<file path="config.mk">
export PLATFORM = sky130hd
export DESIGN_NAME = serial_adder
export DESIGN_NICKNAME = d
export VERILOG_FILES = /design/src/rtl/serial_adder.sv
export SDC_FILE = /design/constraint.sdc
export NUM_CORES = 1
export LEC_CHECK = 0
export BUFFER_PORTS_ARGS = -buffer_cell sky130_fd_sc_hd__buf_2
export CAP_MARGIN = 10
export CELL_PAD_IN_SITES_DETAIL_PLACEMENT = 0
export CELL_PAD_IN_SITES_GLOBAL_PLACEMENT = 1
export CORE_UTILIZATION = 46
export CTS_CLUSTER_DIAMETER = 100
export DETAILED_ROUTE_END_ITERATION = 12
export PLACE_DENSITY_LB_ADDON = 0.05
export SLEW_MARGIN = 10
export SYNTH_ARGS = -nofsm -noshare
export SYNTH_HDL_FRONTEND = slang
export SYNTH_SLANG_ARGS = --single-unit
</file>
<file path="constraint.sdc">
create_clock -name clk -period 4.5 [get_ports clk]
set_input_delay 0.45 -clock clk [delete_from_list [all_inputs] [get_ports clk]]
set_output_delay 0.45 -clock clk [all_outputs]
set_load 0.01 [all_outputs]
</file>
<file path="src/rtl/serial_adder.sv">
// Bit-serial two's-complement adder/subtractor, LSB first.
// One full-adder slice plus a carry flip-flop, iterated over WIDTH cycles.
module serial_adder #(
  parameter int WIDTH = 8
) (
  input  logic             clk,
  input  logic             rst,
  input  logic             start,
  input  logic             sub,
  input  logic [WIDTH-1:0] a,
  input  logic [WIDTH-1:0] b,
  output logic             busy,
  output logic             done,
  output logic [WIDTH-1:0] sum,
  output logic             cout,
  output logic             ovf
);

  localparam int CW = (WIDTH > 1) ? $clog2(WIDTH) : 1;

  typedef enum logic [1:0] {
    IDLE   = 2'd0,
    RUN    = 2'd1,
    DONE_S = 2'd2
  } state_t;

  state_t           state;
  state_t           state_next;
  logic [WIDTH-1:0] op_a;
  logic [WIDTH-1:0] op_b;
  logic [WIDTH-1:0] result;
  logic [WIDTH-1:0] result_next;
  logic             carry;
  logic [CW-1:0]    cnt;
  logic             s_bit;
  logic             carry_next;
  logic             last_bit;
  logic             accept;

  assign s_bit      = op_a[0] ^ op_b[0] ^ carry;
  assign carry_next = (op_a[0] & op_b[0]) | (carry & (op_a[0] ^ op_b[0]));
  assign last_bit   = (cnt == CW'(WIDTH - 1));
  // Start is honoured in IDLE and in DONE (back-to-back), never while running.
  assign accept     = start && (state != RUN);

  // New sum bits enter from the MSB side so the LSB ends up at bit 0.
  generate
    if (WIDTH == 1) begin : g_narrow
      assign result_next = s_bit;
    end else begin : g_wide
      assign result_next = {s_bit, result[WIDTH-1:1]};
    end
  endgenerate

  always_ff @(posedge clk or posedge rst) begin
    if (rst) begin
      state <= IDLE;
    end else begin
      state <= state_next;
    end
  end

  always_comb begin
    state_next = state;
    case (state)
      IDLE:    if (start) state_next = RUN;
      RUN:     if (last_bit) state_next = DONE_S;
      DONE_S:  state_next = start ? RUN : IDLE;
      default: state_next = IDLE;
    endcase
  end

  always_comb begin
    busy = (state == RUN);
    done = (state == DONE_S);
  end

  always_ff @(posedge clk or posedge rst) begin
    if (rst) begin
      op_a   <= '0;
      op_b   <= '0;
      result <= '0;
      carry  <= 1'b0;
      cnt    <= '0;
      sum    <= '0;
      cout   <= 1'b0;
      ovf    <= 1'b0;
    end else if (accept) begin
      // Subtraction is a + ~b + 1: invert B and seed the carry with 1.
      op_a  <= a;
      op_b  <= sub ? ~b : b;
      carry <= sub;
      cnt   <= '0;
    end else if (state == RUN) begin
      op_a   <= op_a >> 1;
      op_b   <= op_b >> 1;
      carry  <= carry_next;
      cnt    <= cnt + 1'b1;
      result <= result_next;
      if (last_bit) begin
        sum  <= result_next;
        cout <= carry_next;
        ovf  <= carry ^ carry_next;
      end
    end
  end

endmodule

</file>
==> flow_summary.ini <==
[yosys]
synth.distinct_cells = 23
synth_edf_count = 0
synth.area.top_cells = dfrtp_1 56%, mux2i_1 9.7%, nand2_1 9.0%
yosys_most_used_dff = dfrtp_1
syn_nets = 180
yosys_warnings = 0
yosysMostFrequentCell = nand2_1
syn_area_per_cell_um2 = 11.2
syn_inst = 157
synthArstFlopShare_pct = 100
ys_seq_area_share_pct = 55.5
synth_commonest_cells = 42 x nand2_1, 39 x dfrtp_1, 17 x mux2i_1
yosysTopAreaCellShare_pct = 55.5
synth_area_um2 = 1760
yosysTopAreaCell = dfrtp_1
ys_ff_latch = 39

[critical_path]
worstPathArrival_ps = 1820
path_depth = 3
critPathBufInv = 2
cp.required_ps = 4050
worstRegToRegCells = 4
critical_path_class = reg -> out
start_kind = register
cp_top_family = buffers and inverters
crit_end = busy
reg2reg_to = sum[5]
worstReg2RegStart = cnt[0]
crit_path_start = state[1]
crit_path_end_kind = primary output
reg2reg_slack_ps = 2710
max_stage_delay_ps = 560
cpMaxStageDelayCell = inv_2
path_cells = nand2b_1 -> inv_2 -> buf_2
cp_max_fo = 43

[clock_network]
cts_buffer_depth = 2
htree_levels = 2
cts_tree = built
clk_pin_slew_ps = 80
cts_hold_buffers = 0
cts_root_buffer = clkbuf_8
ctsResizeCount = 0
cts.sinks = 39
numCtsBuffers = 5
post_cts_buffers = 0
clock_latency_ps = 290

[placed_design]
placed_area_um2 = 1920
portBuffers = 31
globalplace.congestion = 0.664
hpwl_mm = 1.93

[global_routing]
grt_max_degree = 44
grt_pass1_vias = 1073
antenna_found_initial = 0
met1_usage_pct = 20.6
grt_pass1_wl_mm = 4.94
grtUsageMet2_pct = 24.5
busiest_layer = met2
globalRouteMet3Util_pct = 5.71
grt_usage_pct = 16.1
grt_overflow = 0

[power]
p_per_area_nw_per_um2 = 614
finalPower_w = 0.00123
p_leak_nw = 1.06
vdd_drop_max_uv = 257

[die]
core-area_um2 = 3660
start_util_pct = 48.0
dieArea_um2 = 4070
die_y_um = 63.8
ios = 32
placementRows = 22
die_w_um = 63.8

[run_status]
violations = DRC
status = finished with violations

[detailed_routing]
vias_per_cell = 4.78
drt_iter0_markers = 38
vias = 1129
ant_nets = 0
wl_per_cell_um = 11.8
drc = 1
routed_wl_mm = 2.79
drt_first_pass_iters = 8

[sta]
worstMarginPinSlew_ps = 664
drv_slew = 0
worst_clock_skew_ps = 4.54
finalSetupViolations = 0
period_share_pct = 50.4
min_period_ps = 2270
clock.fmax_ghz = 0.440
setup_tns_ps = 0
grt_setup_unrepaired = false
timing.final.hold_violations = 0
max-slew-margin-rel_pct = 55.6

[cells_and_area]
layout-drive-gt1-share_pct = 26.6
final_area_um2 = 2010
antennaDiodeCount = 0
nets = 210
fillers = 333
regArea_um2 = 976
multi_input_area_um2 = 709
syn2layout_area_growth_pct = 14.4

[min_path]
hp-class = in -> async

[run]
max_cap_violations = 0
[cells in the final DEF, fill, tap and decap left out]
cell	count
mux2_2	2
inv_2	1
mux2i_1	17
nor2_1	1
xor2_1	7
nand2_1	42
nand2b_1	1
dfrtp_1	39
nand3b_1	1
a21oi_1	1
o22ai_1	1
xnor2_1	2
fa_1	1
buf_2	31
buf_4	1
o21ai_0	16
clkbuf_8	5
o21ai_1	3
clkinv_2	1
nor2b_1	1
mux2_4	7
ha_1	2
inv_1	3
clkinvlp_4	2
[worst reg2reg max path: stages (launching register included)]
cell	delay [ps]
dfrtp_1	400
ha_1	200
ha_1	190
nand3b_1	480
mux2_2	410
[area by class of cell]
class / count / area share (%)
clock inverters: 3 / 0.995
well taps: 48 / 2.99
flip-flops and latches: 39 / 48.5
repair buffers: 32 / 8.08
multi-input cells: 105 / 35.3
clock buffers: 5 / 3.42
inverters: 4 / 0.746
[registers in the layout, summed over array words and instances, names as in the netlist]
name and count:
sum 8, op_a 8, op_b 8, state 2, cnt 3, carry 1
ovf 1, result 7, cout 1
[how the worst min path moves through the flow]
stage                       start         to  slack [ps]  depth (start not counted)
after floorplan           op_b[7]    op_b[6]         440                          2
after global placement    op_b[2]    op_b[1]         460                          2
after detailed placement  op_b[7]    op_b[6]         460                          2
after CTS                     rst  result[1]         270                          3
after global routing          rst  result[1]         300                          3
final                         rst  result[1]         260                          3
[per-layer routing]
metal  part of all wire, %  up-vias
met5                     0        -
met4                   1.9        0
met3                   4.5        6
met2                    44       25
met1                    50      524
li1                      -      574
[where the power goes]
part	total [W]	switching, W	internal [W]
logic	0.000415	0.000227	0.000188
clock network	0.000231	0.000123	0.000108
registers	0.000589	0.0000881	0.000501
[cell families after synthesis]
group           count (synthesis)  share of synthesized area, %
simple gates                   46                          10.3
xor+xnor                        9                          4.48
buf+inv                        13                          4.13
compound gates                 21                          6.05
mux                            26                          16.9
flops                          39                          55.5
fa+ha+maj                       3                          2.56
[stage by stage]
| stage | worst slack, ps | utilization (%) | cells | hold WS (ps) |
|---|---|---|---|---|
| final | 2230 | 55.0 | 236 | 257 |
| after global routing | 2070 | 55.0 | 236 | 305 |
| after floorplan | 3000 | - | 157 | 445 |
| after global placement | 2580 | 52.5 | 228 | 458 |
| after detailed placement | 2540 | 52.5 | 228 | 464 |
| after CTS | 2210 | 55.0 | 236 | 274 |
No activity file was read; power rests on OpenSTA's default activity.
